[src/rtl/alu_ctrl_pkg.sv]
// Shared definitions for the ALU sequencer: widths, instruction layout,
// ALUOp codes and FSM state encoding.
package alu_ctrl_pkg;

    localparam int DW   = 4;
    localparam int NREG = 4;
    localparam int AW   = 2;
    localparam int IW   = 12;

    localparam logic KIND_ALU = 1'b0;
    localparam logic KIND_LDI = 1'b1;

    typedef enum logic [1:0] {
        ALU_ADD  = 2'b00,
        ALU_SUB  = 2'b01,
        ALU_NEGA = 2'b10,
        ALU_NEGB = 2'b11
    } alu_op_e;

    typedef enum logic [1:0] {
        S_IDLE = 2'b00,
        S_READ = 2'b01,
        S_EXEC = 2'b10,
        S_WB   = 2'b11
    } state_e;

    // Field order mirrors instr[11:0]; the LDI immediate overlays rb and the low pair.
    typedef struct packed {
        logic          kind;
        logic          l;
        alu_op_e       op;
        logic [AW-1:0] rd;
        logic [AW-1:0] ra;
        logic [AW-1:0] rb;
        logic [1:0]    lo;
    } instr_t;

    function automatic logic [DW-1:0] ldi_imm(input instr_t i);
        return {i.rb, i.lo};
    endfunction

endpackage

[src/rtl/alu_ctrl_if.sv]
// Instruction handshake between an instruction source and the ALU sequencer.
interface alu_ctrl_if;
    import alu_ctrl_pkg::*;

    logic          in_valid;
    logic          in_ready;
    logic [IW-1:0] instr;

    modport master (output in_valid, output instr, input in_ready);
    modport slave  (input in_valid, input instr, output in_ready);

endinterface

[src/rtl/alu_ctrl_regfile4x4.sv]
// Small register bank: one synchronous write port, three asynchronous read ports.
module regfile4x4 #(
    parameter int DW   = 4,
    parameter int NREG = 4,
    parameter int AW   = 2
) (
    input  logic          clk,
    input  logic          reset,
    input  logic          we,
    input  logic [AW-1:0] wa,
    input  logic [DW-1:0] wd,
    input  logic [AW-1:0] ra_a,
    input  logic [AW-1:0] ra_b,
    input  logic [AW-1:0] ra_dbg,
    output logic [DW-1:0] rd_a,
    output logic [DW-1:0] rd_b,
    output logic [DW-1:0] rd_dbg
);

    logic [DW-1:0] mem [NREG];

    // Reads are combinational, so a same-cycle read sees the value before the write lands.
    always_ff @(posedge clk or negedge reset) begin
        if (!reset) begin
            for (int i = 0; i < NREG; i++) begin
                mem[i] <= '0;
            end
        end else if (we) begin
            mem[wa] <= wd;
        end
    end

    assign rd_a   = mem[ra_a];
    assign rd_b   = mem[ra_b];
    assign rd_dbg = mem[ra_dbg];

endmodule

[src/rtl/alu_ctrl.sv]
// Sequencer in front of the 4-bit combinational ALU: fetches operands, drives the ALU,
// captures result and flags, and writes back. reset is asynchronous and active-low.
module alu_ctrl
    import alu_ctrl_pkg::*;
(
    input  logic            clk,
    input  logic            reset,
    alu_ctrl_if.slave       in_bus,
    output logic [DW-1:0]   alu_A,
    output logic [DW-1:0]   alu_B,
    output logic [1:0]      alu_op,
    output logic            alu_L,
    input  logic [DW-1:0]   alu_R,
    input  logic            alu_zero,
    input  logic            alu_carry,
    input  logic            alu_sign,
    output logic [DW-1:0]   res,
    output logic            done,
    output logic [2:0]      flags,
    input  logic [AW-1:0]   dbg_sel,
    output logic [DW-1:0]   dbg_data
);

    state_e        state;
    state_e        next_state;
    instr_t        instr_q;
    logic [DW-1:0] r_q;
    logic [2:0]    f_q;
    logic [DW-1:0] res_q;
    logic [DW-1:0] wb_value;
    logic [DW-1:0] rd_a;
    logic [DW-1:0] rd_b;
    logic          ready;
    logic          we;
    logic          accept;

    regfile4x4 #(.DW(DW), .NREG(NREG), .AW(AW)) u_regfile (
        .clk    (clk),
        .reset  (reset),
        .we     (we),
        .wa     (instr_q.rd),
        .wd     (wb_value),
        .ra_a   (instr_q.ra),
        .ra_b   (instr_q.rb),
        .ra_dbg (dbg_sel),
        .rd_a   (rd_a),
        .rd_b   (rd_b),
        .rd_dbg (dbg_data)
    );

    assign in_bus.in_ready = ready;
    assign accept          = in_bus.in_valid & ready;
    assign wb_value        = (instr_q.kind == KIND_LDI) ? ldi_imm(instr_q) : r_q;
    // res tracks the retiring value during the done cycle, then holds it.
    assign res             = (state == S_WB) ? wb_value : res_q;

    always_ff @(posedge clk or negedge reset) begin
        if (!reset) begin
            state <= S_IDLE;
        end else begin
            state <= next_state;
        end
    end

    always_comb begin
        next_state = state;
        ready      = 1'b0;
        done       = 1'b0;
        we         = 1'b0;
        case (state)
            S_IDLE: begin
                ready = 1'b1;
                if (in_bus.in_valid) begin
                    next_state = (in_bus.instr[IW-1] == KIND_LDI) ? S_WB : S_READ;
                end
            end
            S_READ: next_state = S_EXEC;
            S_EXEC: next_state = S_WB;
            S_WB: begin
                done       = 1'b1;
                we         = 1'b1;
                next_state = S_IDLE;
            end
            default: next_state = S_IDLE;
        endcase
    end

    // ALU inputs only change in READ, so the ALU sees stable operands through EXEC.
    always_ff @(posedge clk or negedge reset) begin
        if (!reset) begin
            instr_q <= '0;
            alu_A   <= '0;
            alu_B   <= '0;
            alu_op  <= '0;
            alu_L   <= 1'b0;
            r_q     <= '0;
            f_q     <= '0;
            res_q   <= '0;
            flags   <= '0;
        end else begin
            if (accept) begin
                instr_q <= instr_t'(in_bus.instr);
            end
            if (state == S_READ) begin
                alu_A  <= rd_a;
                alu_B  <= rd_b;
                alu_op <= instr_q.op;
                alu_L  <= instr_q.l;
            end
            if (state == S_EXEC) begin
                r_q <= alu_R;
                f_q <= {alu_zero, alu_carry, alu_sign};
            end
            if (state == S_WB) begin
                res_q <= wb_value;
                if (instr_q.kind == KIND_ALU) begin
                    flags <= f_q;
                end
            end
        end
    end

endmodule

[src/flat_wrapper.sv]
// flat-port wrapper written by rule: the top's interface ports become plain ports
module alu_ctrl_flat import alu_ctrl_pkg::*;
  (clk, reset, alu_A, alu_B, alu_op, alu_L, alu_R, alu_zero, alu_carry, alu_sign, res, done, flags, dbg_sel, dbg_data, in_bus_in_valid, in_bus_instr, in_bus_in_ready);
  alu_ctrl_if in_bus_i ();
  input  logic clk;
  input  logic reset;
  output logic [DW-1:0] alu_A;
  output logic [DW-1:0] alu_B;
  output logic [1:0] alu_op;
  output logic alu_L;
  input  logic [DW-1:0] alu_R;
  input  logic alu_zero;
  input  logic alu_carry;
  input  logic alu_sign;
  output logic [DW-1:0] res;
  output logic done;
  output logic [2:0] flags;
  input  logic [AW-1:0] dbg_sel;
  output logic [DW-1:0] dbg_data;
  input wire logic [$bits(in_bus_i.in_valid)-1:0] in_bus_in_valid;
  input wire logic [$bits(in_bus_i.instr)-1:0] in_bus_instr;
  output wire logic [$bits(in_bus_i.in_ready)-1:0] in_bus_in_ready;
  assign in_bus_i.in_valid = in_bus_in_valid;
  assign in_bus_i.instr = in_bus_instr;
  assign in_bus_in_ready = in_bus_i.in_ready;
  alu_ctrl u_core (.clk(clk), .reset(reset), .in_bus(in_bus_i), .alu_A(alu_A), .alu_B(alu_B), .alu_op(alu_op), .alu_L(alu_L), .alu_R(alu_R), .alu_zero(alu_zero), .alu_carry(alu_carry), .alu_sign(alu_sign), .res(res), .done(done), .flags(flags), .dbg_sel(dbg_sel), .dbg_data(dbg_data));
endmodule
[config.mk]
export PLATFORM = sky130hd
export DESIGN_NAME = alu_ctrl_flat
export DESIGN_NICKNAME = d
export VERILOG_FILES = /design/src/rtl/alu_ctrl_pkg.sv /design/src/rtl/alu_ctrl_if.sv /design/src/rtl/alu_ctrl_regfile4x4.sv /design/src/rtl/alu_ctrl.sv /design/src/flat_wrapper.sv
export SDC_FILE = /design/constraint.sdc
export NUM_CORES = 1
export LEC_CHECK = 0
export CORE_MARGIN = 1
export CORE_UTILIZATION = 51
export DETAILED_ROUTE_END_ITERATION = 6
export GPL_TIMING_DRIVEN = 0
export PLACE_DENSITY_LB_ADDON = 0.08
export REMOVE_ABC_BUFFERS = 1
export SYNTH_ARGS = -nofsm -noshare
export SYNTH_HDL_FRONTEND = slang
export SYNTH_SLANG_ARGS = --single-unit
export TNS_END_PERCENT = 20
[constraint.sdc]
create_clock -name clk -period 1.8 [get_ports clk]
set_input_delay 0.18 -clock clk [delete_from_list [all_inputs] [get_ports clk]]
set_output_delay 0.18 -clock clk [all_outputs]
set_load 0.05 [all_outputs]
After elaboration in Yosys (flattened, before gate mapping)
Cells that the tools add are included.
{"block": "op_classes", "addsub": 0, "n_mul": 0, "div": 0, "order_cmp": 5, "n_eq_ne": 4, "shifts": 0, "n_mux": 19, "n_bitwise": 6, "n_reduce_logical": 3}
{"cell": "$mux 4", "n": 9}
{"cell": "$bmux 4 s2", "n": 3}
{"cell": "$bwmux 16", "n": 1}
{"cell": "$ge 3x3->1 const B", "n": 4}
{"cell": "$not 2->3", "n": 4}
{"cell": "$demux 4 s2", "n": 1}
{"cell": "$pmux 2 s4", "n": 1}
{"cell": "$eq 2x2->1 const B", "n": 2}
{"cell": "$mux 2", "n": 2}
{"cell": "$lt 3x1->1 const B", "n": 1}
{"cell": "$eq 2x1->1 const B", "n": 1}
{"cell": "$logic_not 2->1", "n": 1}
{"cell": "$mux 1", "n": 2}
{"cell": "$ne 2x2->1 const B", "n": 1}
{"cell": "$reduce_and 2->1", "n": 1}
{"cell": "$and 1x1->1", "n": 1}
{"cell": "$logic_and 1x1->1", "n": 1}
{"cell": "$not 1->1", "n": 1}
{"block": "totals", "regBits": 55, "latch_bits": 0, "ram_bits": 0, "romBits": 0, "in_bits": 24, "out_inout_bits": 24, "mem_count": 0}

Depth between registers and ports, before layout
{"block": "depth", "depth_word": 6, "ltp_mapped": 5, "mapped_depth_nobuf": 4}

By module
From an unflattened synthesis, not the netlist that was laid out.
{"block": "unflattened", "hier_cells": 146, "area_unflattened_um2": 2486.1}
{"mod": "alu_ctrl", "instances": 1, "cells_each": 98, "area_per_inst_um2": 1585.3, "seq_area_each_um2": 975.9}
{"mod": "regfile4x4", "instances": 1, "cells_each": 48, "area_per_inst_um2": 900.9, "seq_area_each_um2": 400.4}

Worst setup path before layout
Ideal clock, no wire load.
{"block": "synth_timing", "kind": "reg2reg", "startpoint": "register u_core.state[0]", "endpoint": "register u_core.u_regfile.mem[12] in the netlist's numbering", "setup_time_ns": 0.125, "arrival_ns": 1.617, "t_required_ns": 1.675, "path_slack_ns": 0.058, "path_stages_with_launch": 4, "n_path_buf": 0, "cell_sequence": "dfrtp_1 > ha_1 > nor3b_2 > mux2_2"}
{"block": "synth_between", "elab_chain_cells": 2}
{"element": "start: declaration", "line": "alu_ctrl.sv:24", "text": "state_e state;"}
{"element": "start signal: assignment", "line": "alu_ctrl.sv:61", "text": "state <= next_state;"}
{"element": "$eq 2x2->1"}
{"element": "$mux 1"}
{"element": "via done", "line": "flat_wrapper.sv:16", "text": "output logic done;"}
{"element": "end signal: indexed assignment", "line": "alu_ctrl_regfile4x4.sv:29", "text": "mem[wa] <= wd;"}
{"element": "end: declaration", "line": "alu_ctrl_regfile4x4.sv:20", "text": "logic [DW-1:0] mem [NREG];"}
The timed path passes the listed nets, and every way through them passes these cells.
A chain may end at the register's enable or synchronous reset.

Final worst setup path
{"block": "layout_timing", "startpoint": "register u_core.u_regfile.mem[3] in the netlist's numbering", "endpoint": "output dbg_data[3]"}
{"block": "layout_between", "elab_chain_cells": 3}
{"element": "$bmux 4 s2", "line": "alu_ctrl_regfile4x4.sv:35", "text": "assign rd_dbg = mem[ra_dbg];"}
{"element": "$mux 4 (implied by the code) (2 in a row)", "line": "alu_ctrl_regfile4x4.sv:35"}
{"element": "end: declaration", "line": "flat_wrapper.sv:19", "text": "output logic [DW-1:0] dbg_data;"}
No other way between the ends. The select of a mux whose other input is x is not followed.

==> metrics <==
GP Congestion=0.7433; Overflow after GRT=0; DRT Wirelength=4954 um; pin count of the biggest net entering global routing=36; Tcrit/Tclk final=100.6%; worst slack, placed=-491.2 ps; fin crit period=1810 ps; crit-path max cell delay=470 ps; DRC=0; Fin. Hold Viols=0; measured slew at the worst slew-check pin=581.8 ps; ys async rst share=100.0%; 1st-iter DRT viols=59; worst-skew pair later-pin latency=300 ps; die area=5234 um^2; Fmax achieved=0.5523 GHz; Max IR drop VDD=1.461 mV; Yosys warning count=0; WS Path Type=flip-flop to output port; final instance area=3252 um^2; hold slack final=368.3 ps; status=finished with violations; failing checks=setup timing; Synth Instances=169; via/cell ratio=5.395; CTS HTree Levels=2; Worst setup EP type=output port; # Max-Cap Violations=0; Synth area leaders=dfrtp_1 (55%), mux2_2 (22%), mux2i_1 (7.5%), mux4_2 (3.6%), ha_1 (3.0%); overall power=6879 uW; Core Region=4755 um^2; top-area cell type share of the netlist area=54.54%; GRT Total Usage=20.08%; vias in the first global route=1672; Max-slew headroom=61.21%; crit-path max FO=4; Ant. Diodes=0; placed cells=278; count of pins over their slew limit=0; die width=72.35 um; Initial Util=53.08%; clk_skew=10.35 ps; RSZ-0062 raised after global routing=yes; CP required=1620 ps; #FFs+latches synth=55; I/O Pins=48; CTS sink cnt=55; Reg clk slew, reported paths=90 ps; Post-synth EDFFs=0; Hold WC Path Type=input pin to asynchronous set/reset pin; Final #Nets=256; std cell rows=25; CTS buffer count=5; worst setup margin=-10.49 ps; first-pass detailed-route iteration total=4; Clock Tree Buf Depth=2; synthesized area=2524 um^2; DRT antenna net count=0; Lkg Pwr=0.001425 uW; crit-path cells=mux4_2 -> dlygate4sd2_1; die height=72.35 um; dpl cell area=3057 um^2; slowest cell on the critical path=mux4_2; cell chosen for the clock root=clkbuf_8; register area share after synthesis=54.54%; Final Non-Filler Cells=294; Area growth syn-to-layout=28.85%; syn_area_per_cell=14.93 um^2; Yosys top cell by area=dfrtp_1; TritonCTS clock tree=yes; Critical Path AT=1630 ps; Top FF cell, synth=dfrtp_1; final setup violation count=2; buffers and inverters on the worst path=1; PortBufs=47; first-pass GRT wire length=7907 um; pwr dens=2115 nW/um^2; share of cells above drive strength 1=35.68%; initial antenna violation count=0; critical path startpoint category=flip-flop; detailed-route via count=1586; Avg WL per Cell=16.85 um; cell family with most CP delay=multiplexers; synth unique cells=16
[metal layers]
| layer | wire length (um) | vias to the layer above | global-route usage [%] |
|---|---|---|---|
| met5 | 0 | - | 0 |
| met3 | 146 | 6 | 3.333 |
| met2 | 2612 | 49 | 35.41 |
| li1 | - | 728 | - |
| met4 | 50 | 0 | 8.061 |
| met1 | 2144 | 803 | 24.54 |
[power by group]
group / switching [uW] / leakage, uW / internal (uW)
clock: 361 / 0.0000515 / 352
sequential: 527 / 0.000659 / 1870
combinational: 2010 / 0.000714 / 1770
[final cells by class]
class	count	area [um^2]
fillers	354	1503
clock buffers	8	100.1
well taps	67	83.83
inverters	2	7.507
repair buffers	56	546.8
multi-input cells	106	1135
flip-flops and latches	55	1379
[timing repair]
action                     CTS  global route
setup buffers                1             6
cloned                       0             0
hold buffers                 1             0
hold endpoints to repair    20             0
gates resized for setup     29            27
setup endpoints to repair   10             9
[state kept, by name, indices dropped and copies added (netlist names)]
name,count
u_core.alu_B,4
u_core.alu_A,4
u_core.alu_op,2
u_core.alu_L,1
u_core.f_q,3
u_core.r_q,4
u_core.instr_q,12
u_core.res_q,4
u_core.u_regfile.mem,16
u_core.flags,3
u_core.state,2
[final timing paths]
path | cells after the start | endpoint | slack (ps) | start
hold / removal | 2 | u_core.alu_A[0] | 370 | reset
setup reg to reg | 4 | u_core.alu_A[3] | 100 | u_core.state[1]
max in group asynchronous | 3 | u_core.instr_q[11] | 850 | reset
hold reg to reg | 1 | u_core.instr_q[9] | 510 | u_core.instr_q[9]
setup / recovery | 2 | dbg_data[3] | -10 | u_core.u_regfile.mem[3]
min in group clk | 2 | u_core.instr_q[2] | 480 | in_bus_instr[2]
[cells by family after synthesis]
group / after synthesis / synth area share (%)
adders and majority gates: 6 / 2.975
buffers and inverters: 8 / 1.735
and+or+nand+nor: 20 / 5.007
muxes: 72 / 32.97
AOI/OAI and AO/OA: 8 / 2.777
DFF: 55 / 54.54
[synthesized netlist by cell type (2+ instances only)]
library cell  number
nor2b_1            2
mux2i_1           19
ha_1               6
nand2_1            3
buf_2              5
nand2b_1          10
mux2_2            49
inv_1              2
dfrtp_1           55
and3b_1            2
o221ai_1           8
mux4_2             4
[layout by cell type (no fill, tap or decap), types with 2 or more instances in the layout]
| cell | Yosys | routed |
|---|---|---|
| mux2_4 | 0 | 7 |
| inv_1 | 2 | 2 |
| mux2i_1 | 19 | 19 |
| buf_6 | 1 | 4 |
| dfrtp_2 | 0 | 2 |
| ha_1 | 6 | 5 |
| dlygate4sd2_1 | 0 | 3 |
| mux2_2 | 49 | 42 |
| nand2_1 | 3 | 2 |
| o221ai_1 | 8 | 8 |
| clkdlybuf4s15_2 | 0 | 2 |
| dfrtp_1 | 55 | 53 |
| nand2b_1 | 10 | 10 |
| buf_4 | 0 | 7 |
| mux4_2 | 4 | 4 |
| nor2b_1 | 2 | 2 |
| clkbuf_8 | 0 | 7 |
| and3b_1 | 2 | 2 |
| clkdlybuf4s50_1 | 0 | 35 |
[stage by stage]
step | utilization (%) | setup TNS [ps]
finish | 68.39 | -15.91
global route | 68.39 | -132.8
CTS | 66.84 | -589.9
detailed placement | 64.29 | -2984
global placement | 63.97 | -55110
floorplan | - | 0
[worst reg2reg max path: cells and delay by family (launching register included)]
| kind | cells | cell delay [ps] |
|---|---|---|
| simple gates | 1 | 250 |
| compound gates | 1 | 250 |
| fa+ha+maj | 1 | 550 |
| buf+inv | 1 | 140 |
| flops | 1 | 430 |
No activity file was read; power rests on OpenSTA's default activity.
